**config.mk**
```make
export PLATFORM = sky130hd
export DESIGN_NAME = dlfloat16_reduce
export DESIGN_NICKNAME = d
export VERILOG_FILES = /design/src/rtl/dlfloat16_reduce.sv
export SDC_FILE = /design/constraint.sdc
export NUM_CORES = 1
export LEC_CHECK = 0
export BUFFER_PORTS_ARGS = -buffer_cell sky130_fd_sc_hd__buf_4
export CORE_MARGIN = 10
export CORE_UTILIZATION = 40
export DETAILED_ROUTE_END_ITERATION = 8
export HOLD_SLACK_MARGIN = 0.1
export PLACE_DENSITY = 0.68
export SETUP_SLACK_MARGIN = 0.02
export SLEW_MARGIN = 15
export SYNTH_ARGS = -nofsm -noshare
export SYNTH_HDL_FRONTEND = slang
export SYNTH_SLANG_ARGS = --single-unit
```
**constraint.sdc**
```tcl
create_clock -name clk -period 3.2 [get_ports clk]
set_input_delay 0.32 -clock clk [delete_from_list [all_inputs] [get_ports clk]]
set_output_delay 0.32 -clock clk [all_outputs]
set_load 0.03 [all_outputs]
```
**src/rtl/dlfloat16_reduce.sv**
```systemverilog
// Streaming min/max reduction over DLFloat16 elements using sign-magnitude
// FPU compare ordering; emits the extreme value, its index and the element count.
module dlfloat16_reduce #(
  parameter int IDX_W = 8
) (
  input  logic             clk,
  input  logic             rst,
  input  logic             in_valid,
  output logic             in_ready,
  input  logic [15:0]      in_data,
  input  logic             in_last,
  input  logic [1:0]       op,
  output logic             out_valid,
  input  logic             out_ready,
  output logic [15:0]      out_data,
  output logic [IDX_W-1:0] out_idx,
  output logic [IDX_W:0]   out_count,
  output logic [4:0]       exceptions
);

  localparam logic [1:0]     OP_MIN  = 2'b01;
  localparam logic [1:0]     OP_MAX  = 2'b10;
  localparam logic [IDX_W:0] MAX_LEN = {1'b1, {IDX_W{1'b0}}};
  localparam logic [IDX_W:0] ONE     = {{IDX_W{1'b0}}, 1'b1};

  typedef enum logic [1:0] {IDLE, ACC, DROP, HOLD} state_t;

  state_t           state_q, state_d;
  logic [15:0]      acc_q, acc_d;
  logic [IDX_W-1:0] idx_q, idx_d;
  logic [IDX_W:0]   count_q, count_d;
  logic [1:0]       op_q, op_d;
  logic             inv_q, inv_d;
  logic             ovf_q, ovf_d;
  logic             fire, nan_in, op_legal, take;

  // Strict a < b in sign-magnitude order; -0 sorts below +0.
  function automatic logic less_than(input logic [15:0] a, input logic [15:0] b);
    if (a[15] != b[15]) return a[15];
    else if (a[15])     return a[14:0] > b[14:0];
    else                return a[14:0] < b[14:0];
  endfunction

  assign in_ready  = (state_q != HOLD);
  assign fire      = in_valid && in_ready;
  assign nan_in    = (in_data[14:0] == 15'h7FFF);
  assign op_legal  = (op == OP_MIN) || (op == OP_MAX);
  assign take      = ((op_q == OP_MIN) && less_than(in_data, acc_q)) ||
                     ((op_q == OP_MAX) && less_than(acc_q, in_data));

  always_comb begin
    state_d = state_q;
    acc_d   = acc_q;
    idx_d   = idx_q;
    count_d = count_q;
    op_d    = op_q;
    inv_d   = inv_q;
    ovf_d   = ovf_q;
    case (state_q)
      IDLE: if (fire) begin
        op_d    = op;
        acc_d   = op_legal ? in_data : 16'h0000;
        idx_d   = '0;
        count_d = ONE;
        inv_d   = !op_legal || nan_in;
        ovf_d   = 1'b0;
        state_d = in_last ? HOLD : ACC;
      end
      ACC: if (fire) begin
        // count_q is the position of this beat and is always below MAX_LEN here
        count_d = count_q + ONE;
        inv_d   = inv_q || nan_in;
        if (take) begin
          acc_d = in_data;
          idx_d = count_q[IDX_W-1:0];
        end
        if (in_last) state_d = HOLD;
        else if (count_d == MAX_LEN) begin
          state_d = DROP;
          ovf_d   = 1'b1;
        end
      end
      DROP: if (fire && in_last) state_d = HOLD;
      HOLD: if (out_ready) state_d = IDLE;
      default: state_d = IDLE;
    endcase
  end

  always_ff @(posedge clk) begin
    if (rst) begin
      state_q <= IDLE;
      acc_q   <= '0;
      idx_q   <= '0;
      count_q <= '0;
      op_q    <= '0;
      inv_q   <= 1'b0;
      ovf_q   <= 1'b0;
    end else begin
      state_q <= state_d;
      acc_q   <= acc_d;
      idx_q   <= idx_d;
      count_q <= count_d;
      op_q    <= op_d;
      inv_q   <= inv_d;
      ovf_q   <= ovf_d;
    end
  end

  assign out_valid  = (state_q == HOLD);
  assign out_data   = acc_q;
  assign out_idx    = idx_q;
  assign out_count  = count_q;
  assign exceptions = {inv_q, 1'b0, ovf_q, 2'b00};

endmodule

```
==> results of run 1 <==
[layout by cell type, fill, tap and decap left out, types with 3 or more instances in the layout]
master and n:
sky130_fd_sc_hd__conb_1 3, sky130_fd_sc_hd__nand3_1 9, sky130_fd_sc_hd__o21ai_0 14, sky130_fd_sc_hd__dfxtp_1 39, sky130_fd_sc_hd__nand4_1 12, sky130_fd_sc_hd__nor2b_1 3
sky130_fd_sc_hd__nor3_1 6, sky130_fd_sc_hd__a31oi_1 3, sky130_fd_sc_hd__nor4_1 4, sky130_fd_sc_hd__nor2_1 20, sky130_fd_sc_hd__nand2_1 18, sky130_fd_sc_hd__a22o_1 10
sky130_fd_sc_hd__buf_4 64, sky130_fd_sc_hd__a21oi_1 21, sky130_fd_sc_hd__a22o_2 10, sky130_fd_sc_hd__clkbuf_8 5, sky130_fd_sc_hd__ha_1 21, sky130_fd_sc_hd__inv_1 20
[layer usage]
metal  track usage (%)  part of all wire, %  routed length, µm  vias up
li1                  -                    -                  -     1073
met1              15.9                   43               2520      980
met2              22.6                   49               2890       56
met3              3.38                  6.4                374        4
met4              4.36                  1.2                 70        0
met5                 0                    0                  0        -
[per-stage QoR]
stage / utilization, % / instances / hold WS [ns]
after floorplan: - / 267 / 0.436
final: 50.9 / 390 / 0.267
after detailed placement: 49.6 / 384 / 0.448
after global placement: 49.6 / 384 / 0.446
after global routing: 50.9 / 390 / 0.262
after CTS: 50.9 / 390 / 0.254
[worst reg2reg max path, cell delays in order (launching register included)]
cell and delay, ns:
sky130_fd_sc_hd__dfxtp_1 0.49, sky130_fd_sc_hd__ha_1 0.29, sky130_fd_sc_hd__nand3_1 0.20, sky130_fd_sc_hd__o21ai_0 0.27, sky130_fd_sc_hd__nand3_1 0.11, sky130_fd_sc_hd__o41ai_1 0.56
sky130_fd_sc_hd__o22a_1 0.27, sky130_fd_sc_hd__o21ai_0 0.10, sky130_fd_sc_hd__a221oi_1 0.29
[state kept, by name, indices dropped and copies added, names as in the netlist]
| signal | cells |
|---|---|
| inv_q | 1 |
| op_q | 2 |
| out_count | 9 |
| out_data | 16 |
| out_idx | 8 |
| ovf_q | 1 |
| state_q | 2 |
[logic make-up after synthesis]
family	after synthesis
other	1
XOR/XNOR	3
flip-flops	39
adder cells (fa/ha/maj)	21
multiplexers	1
AND/OR/NAND/NOR	83
AO/OA/AOI/OAI	78
buffers and inverters	39
[power by group through the flow]
stage	combinational [W]	sequential, W	clock [W]
6_report	0.000876	0.000629	0.000304
5_1_grt	0.000968	0.000642	0.000335
4_1_cts	0.000882	0.000629	0.000318
3_5_place_dp	0.000879	0.000639	0
3_3_place_gp	0.000861	0.000639	0
2_1_floorplan	0.000560	0.000708	0
[area by class of cell]
class                   count  area (µm²)
well taps                  72        90.1
multi-input cells         189        1300
repair buffers             64         480
flip-flops and latches     39         781
inverters                  20        75.1
fillers                   553        2700
clock buffers               6        72.6
[worst paths after layout]
check                                  from                  endpoint  slack (ns)  cells after the start
hold / removal                   in_data[3]  out_data[3]$_SDFFE_PP0P_        0.27                      2
setup / recovery  out_count[0]$_SDFFE_PP0P_   state_q[0]$_SDFFE_PP0P_        0.52                      8
hold reg to reg        op_q[1]$_SDFFE_PP0P_      op_q[1]$_SDFFE_PP0P_        0.46                      2
setup reg to reg  out_count[0]$_SDFFE_PP0P_   state_q[0]$_SDFFE_PP0P_        0.52                      8
==> flow_metrics.tcl, run 1 <==
set metrics [dict create \
    timing.final.hold_violations 0 \
    synth-compound-area-share_pct 25.0 \
    rows 27 \
    cap_viol_max_count 0 \
    final_critical_path_setup_slack_ns 0.523 \
    number_of_setup_violations_in_the_final_report 0 \
    power.switching_fraction_pct 42.1 \
    post_route_cells_drive_above_1_share_pct 26.1 \
    hold_buffers 0 \
    synth.most_common_cell "sky130_fd_sc_hd__dfxtp_1" \
    core_area_mm2 0.00551 \
    io_buffers 59 \
    run_status "complete, no violations" \
    synthesis.yosys.warnings 0 \
    dieArea_mm2 0.00908 \
    synth_top_cell_area_share_pct 34.4 \
    cts_buffers 5 \
    floorplan.die.height_um 95.3 \
    gp_congestion 0.865 \
    antenna-diode-count 0 \
    global_route_overflow 0 \
    clock_latency_ns 0.28 \
    total_power_w 0.00181 \
    post-synth-top-area-cell "sky130_fd_sc_hd__dfxtp_1" \
    setup_tns_ns 0 \
    timing.fmax_ghz 0.374 \
    routed-via-count 2113 \
    prevailing_post_synth_register_cell "sky130_fd_sc_hd__dfxtp_1" \
    timing.critical_path.buf_inv 0 \
    crit_path_start_kind "flop" \
    post_synth_xor_area_fraction_pct 1.16 \
    synthToLayoutAreaGrowth_pct 23.6 \
    p_clk_share_pct 16.8 \
    avg_wl_per_cell_um 15.0 \
    dr.pass1.iters 4 \
    power.share.sequential_pct 34.8 \
    clock-sinks 39 \
    pin_slew_with_the_least_headroom_to_its_limit_ns 0.636 \
    netSwitchingPower_w 0.000761 \
    proportion_of_synthesized_area_in_mux_cells_pct 0.442 \
    cell_area_power_density_mw_per_mm2 645 \
    mean_instance_size_in_the_synthesized_netlist_um2 8.56 \
    yosysUniqueCellTypes 48 \
    cts_max_level 2 \
    postRouteWirelength_um 5860 \
    synth_simple_gate_area_share_pct 18.8 \
    critPathKind "flop to flop" \
    fin_nets 363 \
    crit_family "compound AO/OA/AOI/OAI gates" \
    grt_pass1_vias 2096 \
    hp-class "input port to flop" \
    period_share_pct 83.6 \
    stdcell_area_mm2 0.00280 \
    die_x_um 95.3 \
    first_pass_grt_wire_length_um 9920 \
    period_needed_ns 2.68 \
    post_cts_resized 0 \
    drc_errors 0 \
    cts-root-buf "sky130_fd_sc_hd__clkbuf_8" \
    grt_total_usage_pct 13.3 \
    initial_core_util_pct 41.2 \
    slowest_delay_ns 0.56 \
    cts.path.max_buffers 2 \
    cts_tree "yes" \
    synth_enable_flop_cells 0 \
    clock-skew-final_ns 0.00429 \
    synth_seq_area_share_pct 34.4 \
    worstPathRequired_ns 3.39 \
    ys_top_cells_by_count "sky130_fd_sc_hd__dfxtp_1, sky130_fd_sc_hd__a21oi_1, sky130_fd_sc_hd__ha_1" \
    postPlaceCellArea_mm2 0.00273 \
    synth.top_cells.by_area "sky130_fd_sc_hd__dfxtp_1, sky130_fd_sc_hd__ha_1, sky130_fd_sc_hd__a21oi_1" \
    critical_path_arrival_ns 2.87 \
    rsz_0062_raised_after_global_routing "false" \
    ioPinCount 63 \
    slew_headroom_pct 57.3 \
    synth.cell_area_mm2 0.00227 \
    synth_top_family_by_area "compound AO/OA/AOI/OAI gates" \
    maxSlewViolCount 0 \
    clkSlewWorstSetupHoldPaths_ns 0.07 \
    postCtsSetupRepairBufs 0 \
    maximum_number_of_pins_on_one_net_before_global_route_repair 23 \
    drt_iter0_markers 101 \
    antenna_found_initial 0 \
    dpl_worst_slack_ns 0.459 \
    ir_worst_vdd_mv 0.291 \
    final_antenna_net_count 0 \
    p_int_w 0.00105 \
    synth_cells 265 \
    dp_hpwl_um 4610 \
    endpoint_kind "flop" \
    combPwrFrac_pct 48.4 \
    path_max_fanout 9 \
    synth_async_sr_flop_share_pct 0 \
    timing.critical_path.cells "ha_1 -> nand3_1 -> o21ai_0 -> nand3_1 -> o41ai_1 -> o22a_1 -> o21ai_0 -> a221oi_1" \
    ys_ff_latch 39 \
    slowest_stage "sky130_fd_sc_hd__o41ai_1" \
    vias_per_cell 5.42 \
    leakagePower_nw 1.23 \
    yosys.area_share.adder_pct 11.6 \
]
Note: power is estimated with default switching activity, not from simulation.
==> run 2: changes to the inputs <==
clock period = 2.5 ns   (was 3.2 ns; I/O delays follow)
==> run 2 against run 1 <==
Compared with the run above: die area is the same; global-route usage grew 0.68 points; first-iteration DRC count grew 20%; flip-flop and latch count is the same; clock-buffer cell count grew 1; setup slack lost 0.52 ns; sequential share of layout area shrank 2.6 points; via count grew 5.8%; final area grew 16%; critical endpoint is now out_data[7]$_SDFFE_PP0P_.
==> flow_metrics.tcl, run 2 (synthesis results as in run 1) <==
set metrics [dict create \
    setup_tns_ns 0 \
    number_of_setup_violations_in_the_final_report 0 \
    p_int_w 0.00154 \
    cell_area_power_density_mw_per_mm2 810 \
    finish.cell_count_without_fillers 417 \
    vias_per_cell 5.36 \
    area_used_by_multi_input_combinational_logic_mm2 0.00147 \
    synthToLayoutAreaGrowth_pct 43.3 \
    combPwrFrac_pct 53.2 \
    critPathKind "flop to flop" \
    whs_ns 0.189 \
    most-common-layout-cells "sky130_fd_sc_hd__buf_4, sky130_fd_sc_hd__dfxtp_1, sky130_fd_sc_hd__inv_1, sky130_fd_sc_hd__nor2_1, sky130_fd_sc_hd__nand2_1" \
    drt_iter0_markers 121 \
    clkSlewWorstSetupHoldPaths_ns 0.08 \
    maximum_number_of_pins_on_one_net_before_global_route_repair 23 \
    cts.path.max_buffers 2 \
    p_clk_share_pct 15.9 \
    hold_buffers 0 \
    grt_total_usage_pct 14.0 \
    dp_hpwl_um 4730 \
    cts_max_level 2 \
    ir_worst_vdd_mv 0.423 \
    grt_pass1_vias 2222 \
    dpl.cell_count 404 \
    area.sequential_um2 820 \
    drc_errors 0 \
    global_route_overflow 0 \
    path_max_fanout 8 \
    initial_core_util_pct 41.2 \
    post_route_cells_drive_above_1_share_pct 42.6 \
    netSwitchingPower_w 0.00110 \
    ioPinCount 63 \
    postPlaceCellArea_mm2 0.00300 \
    avg_wl_per_cell_um 15.3 \
    run_status "complete, no violations" \
    dieArea_mm2 0.00908 \
    io_buffers 59 \
    power.switching_fraction_pct 41.6 \
    endpoint_kind "flop" \
    period_share_pct 99.9 \
    crit_path_start_kind "flop" \
    dr.pass1.iters 4 \
    leakagePower_nw 1.39 \
    period_needed_ns 2.50 \
    worstPathRequired_ns 2.69 \
    fillCellCount 503 \
    clock-skew-final_ns 0.00505 \
    first_pass_grt_wire_length_um 10500 \
    rows 27 \
    total_power_w 0.00263 \
    postRouteWirelength_um 6370 \
    core_area_mm2 0.00551 \
    cap_viol_max_count 0 \
    cts-root-buf "sky130_fd_sc_hd__clkbuf_8" \
    routed-via-count 2236 \
    clock-sinks 39 \
    maxSlewViolCount 0 \
    final_antenna_net_count 0 \
    power.share.sequential_pct 30.9 \
    antenna_found_initial 0 \
    timing.final.hold_violations 0 \
    timing.fmax_ghz 0.400 \
    floorplan.die.height_um 95.3 \
    hp-class "input port to flop" \
    stdcell_area_mm2 0.00325 \
    largest_reg_flops 16 \
    layout.cells.most_common "sky130_fd_sc_hd__buf_4" \
    fin_nets 388 \
    cts_buffers 5 \
    gp_congestion 0.827 \
    rsz_0062_raised_after_global_routing "true" \
    antenna-diode-count 0 \
    die_x_um 95.3 \
    clock_latency_ns 0.29 \
    critical_path_arrival_ns 2.69 \
    cts_tree "yes" \
]
## run 2: area by class of cell
| class | count | area share [%] |
|---|---|---|
| clock inverters | 1 | 0.154 |
| clock buffers | 7 | 2.35 |
| multi-input cells | 189 | 45.2 |
| repair buffers | 89 | 22.0 |
| flip-flops and latches | 39 | 25.2 |
| well taps | 72 | 2.77 |
| inverters | 20 | 2.31 |
## run 2: layer usage
metal | global-route usage (%) | up-vias | share of wire [%]
met1 | 17.6 | 1039 | 46
li1 | - | 1127 | -
met2 | 22.5 | 59 | 46
met3 | 3.93 | 11 | 6.0
met5 | 0 | - | 0
met4 | 4.36 | 0 | 1.7
## run 2: per-stage QoR
step,utilization (%),setup slack [ns]
2_1_floorplan,-,-0.0301
3_3_place_gp,54.5,-0.0724
3_5_place_dp,54.5,-0.116
4_1_cts,56.9,-0.0277
5_1_grt,59.0,-0.0783
6_report,59.0,0.00277
## run 2: path summary, 6_finish.rpt
path	from	to	slack (ns)	cells after the start
worst min-delay path	in_data[7]	out_data[7]$_SDFFE_PP0P_	0.19	2
worst max-delay path	out_data[14]$_SDFFE_PP0P_	out_data[7]$_SDFFE_PP0P_	0.003	11
worst min register to register	out_idx[7]$_SDFFE_PP0P_	out_idx[7]$_SDFFE_PP0P_	0.46	2
worst max register to register	out_data[14]$_SDFFE_PP0P_	out_data[7]$_SDFFE_PP0P_	0.003	11
## run 2: worst max-delay path, cell delays in order, from the launching register on
cell and delay [ns]:
sky130_fd_sc_hd__dfxtp_2 0.33, sky130_fd_sc_hd__ha_1 0.31, sky130_fd_sc_hd__nand4_1 0.16, sky130_fd_sc_hd__buf_4 0.19
sky130_fd_sc_hd__nor4_2 0.33, sky130_fd_sc_hd__nand2b_1 0.13, sky130_fd_sc_hd__o41ai_2 0.09, sky130_fd_sc_hd__o32a_4 0.26
sky130_fd_sc_hd__nor4_4 0.04, sky130_fd_sc_hd__buf_4 0.16, sky130_fd_sc_hd__clkbuf_16 0.16, sky130_fd_sc_hd__a22o_2 0.22
## run 2: power by group through the flow
stage / Sequential, W / Combinational (W) / Clock [W]
5_1_grt: 0.000827 / 0.00154 / 0.000452
4_1_cts: 0.000814 / 0.00133 / 0.000429
3_3_place_gp: 0.000822 / 0.00128 / 0
6_report: 0.000813 / 0.00140 / 0.000419
3_5_place_dp: 0.000823 / 0.00131 / 0
2_1_floorplan: 0.000925 / 0.000740 / 0
## run 2: repair_timing
action                     CTS  global route
setup buffers                0             4
setup endpoints to repair   20            26
gates cloned                 0             1
pin swaps                    0             7
resized for setup            5            22
==> run 3: changes to the inputs <==
--- a/config.mk
+++ b/config.mk
@@ -7,8 +7,9 @@
 export LEC_CHECK = 0
 export BUFFER_PORTS_ARGS = -buffer_cell sky130_fd_sc_hd__buf_4
-export CORE_MARGIN = 10
+export CORE_MARGIN = 3
 export CORE_UTILIZATION = 40
 export DETAILED_ROUTE_END_ITERATION = 8
 export HOLD_SLACK_MARGIN = 0.1
+export MAX_ROUTING_LAYER = met4
 export PLACE_DENSITY = 0.68
 export SETUP_SLACK_MARGIN = 0.02
==> constraint.sdc (replaced) <==
create_clock -name clk -period 2.5 [get_ports clk]
set_input_delay 0.5 -clock clk [delete_from_list [all_inputs] [get_ports clk]]
set_output_delay 0.5 -clock clk [all_outputs]
set_load 0.03 [all_outputs]
==> run 3 against run 2 <==
Compared with the run above: the flow now finishes with violations (setup timing); critical endpoint is now out_data[1]$_SDFFE_PP0P_; clock skew up 0.0037 ns; utilization up 5.1 points; non-clock buffer count up 8; die area down 27%; final cell count up 1.4%; largest power group unchanged; register-to-register slack worse by 0.12 ns.
==> flow_metrics.tcl, run 3 (synthesis results as in run 1) <==
set metrics [dict create \
    cell_area_power_density_mw_per_mm2 800 \
    crit_path_start_kind "flop" \
    drt_iter0_markers 142 \
    post_route_cells_drive_above_1_share_pct 44.8 \
    timing.fmax_ghz 0.382 \
    global_route_overflow 0 \
    final_core_utilization_pct 64.2 \
    cts_buffers 5 \
    antenna_found_initial 0 \
    initial_core_util_pct 42.8 \
    slowest_delay_ns 0.39 \
    maxSlewViolCount 0 \
    synthToLayoutAreaGrowth_pct 50.1 \
    clock-skew-final_ns 0.00877 \
    cp-startpoint "out_data[11]$_SDFFE_PP0P_" \
    capturing_point_of_the_worst_reg2reg_path "out_data[1]$_SDFFE_PP0P_" \
    ir_worst_vdd_mv 0.555 \
    die_x_um 81.3 \
    rows 26 \
    dpl_worst_slack_ns -0.312 \
    worstPathRequired_ns 2.74 \
    endpoint "out_data[1]$_SDFFE_PP0P_" \
    regToRegStartpoint "out_data[11]$_SDFFE_PP0P_" \
    slowest_stage "sky130_fd_sc_hd__o311a_1" \
    critical_path.most_common_cell "sky130_fd_sc_hd__buf_4" \
    first_pass_grt_wire_length_um 10500 \
    io_buffers 59 \
    cts_max_level 2 \
    cts-root-buf "sky130_fd_sc_hd__clkbuf_8" \
    vias_per_cell 5.53 \
    largest_reg_flops 16 \
    critPathKind "flop to flop" \
    timing.critical_path.cells "ha_1 -> nand4_1 -> buf_4 -> nor2b_4 -> o311a_1 -> o32a_4 -> nor4_4 -> buf_4 -> buf_8 -> a22o_1" \
    final_antenna_net_count 0 \
    cap_viol_max_count 0 \
    rsz_0062_raised_after_global_routing "true" \
    routed-via-count 2340 \
    antenna-diode-count 0 \
    cts_tree "yes" \
    leakagePower_nw 1.48 \
    avg_wl_per_cell_um 16.0 \
    period_needed_ns 2.62 \
    drc_errors 0 \
    layout.cells.most_common "sky130_fd_sc_hd__buf_4" \
    fin_nets 396 \
    path_max_fanout 8 \
    endpoint_kind "flop" \
    cts.path.max_buffers 2 \
    clock_latency_ns 0.30 \
    period_share_pct 105 \
    stdcell_area_mm2 0.00340 \
    failed_checks "setup timing" \
    grt_pass1_vias 2220 \
    grt_total_usage_pct 20.8 \
    run_status "finished, violations left" \
    dp_hpwl_um 4600 \
    gp_congestion 0.886 \
    postPlaceCellArea_mm2 0.00302 \
    final_critical_path_setup_slack_ns -0.118 \
    dr.pass1.iters 4 \
    core_area_mm2 0.00530 \
    postRouteWirelength_um 6750 \
    maximum_number_of_pins_on_one_net_before_global_route_repair 23 \
    r2r_cells 10 \
    number_of_setup_violations_in_the_final_report 16 \
    hp-class "input port to flop" \
    timing.final.hold_violations 0 \
    clock-sinks 39 \
    dieArea_mm2 0.00661 \
    floorplan.die.height_um 81.3 \
    clkSlewWorstSetupHoldPaths_ns 0.08 \
    ioPinCount 63 \
    most-common-layout-cells "sky130_fd_sc_hd__buf_4, sky130_fd_sc_hd__dfxtp_1, sky130_fd_sc_hd__nor2_1, sky130_fd_sc_hd__nand2_1, sky130_fd_sc_hd__a21oi_1" \
    critical_path_arrival_ns 2.86 \
    ff2ff_setup_slack_ns -0.12 \
]
-- run 3: how the worst min path moves through the flow --
stage,start,end,slack (ns),cells after the start
after global routing,in_data[9],out_data[9]$_SDFFE_PP0P_,0.44,2
after floorplan,op_q[1]$_SDFFE_PP0P_,op_q[1]$_SDFFE_PP0P_,0.44,2
final,in_data[9],out_data[9]$_SDFFE_PP0P_,0.43,2
after global placement,op_q[1]$_SDFFE_PP0P_,op_q[1]$_SDFFE_PP0P_,0.45,2
after CTS,in_data[9],out_data[9]$_SDFFE_PP0P_,0.44,2
after detailed placement,op_q[1]$_SDFFE_PP0P_,op_q[1]$_SDFFE_PP0P_,0.46,2
-- run 3: layout make-up --
cell class                      instances  area [µm²]
Timing Repair Buffer                   97         769
Fill cell                             460        1900
Tap cell                               70        87.6
Multi-Input combinational cell        189        1570
Clock inverter                          3        15.0
Inverter                               20        92.6
Clock buffer                            5        68.8
Sequential cell                        39         801
-- run 3: through the flow --
step	power, W	setup TNS (ns)	cells	hold slack [ns]
4_1_cts	0.00258	0	416	0.443
3_5_place_dp	0.00211	-6.28	404	0.463
6_report	0.00272	-1.68	423	0.432
2_1_floorplan	0.00167	-1.45	267	0.436
3_3_place_gp	0.00207	-5.58	404	0.450
5_1_grt	0.00288	-3.94	423	0.439
-- run 3: what timing repair did --
action,in CTS,in global routing
gates cloned,1,0
hold buffers,0,0
setup endpoints to repair,16,25
resized for setup,5,38
pin swaps,1,13
setup buffers,3,9
-- run 3: layer usage --
metal | global-route usage, % | up-vias | routed length, µm
met3 | 3.88 | 8 | 360
met4 | 5.57 | 0 | 61
li1 | - | 1148 | -
met5 | - | - | 0
met1 | 27.3 | 1113 | 3070
met2 | 32.8 | 71 | 3260
-- run 3: critical path: cells and delay by family (launching register included) --
kind | cells | cell delay, ns
AOI/OAI and AO/OA | 3 | 0.86
and+or+nand+nor | 3 | 0.57
buffers and inverters | 3 | 0.49
DFF | 1 | 0.38
adders and majority gates | 1 | 0.27
-- run 3: report_power, final --
group	internal (W)	total (W)	switching, W
Sequential	0.000723	0.000816	0.0000928
Combinational	0.000650	0.00148	0.000831
Clock	0.000191	0.000424	0.000233
Total	0.00156	0.00272	0.00116
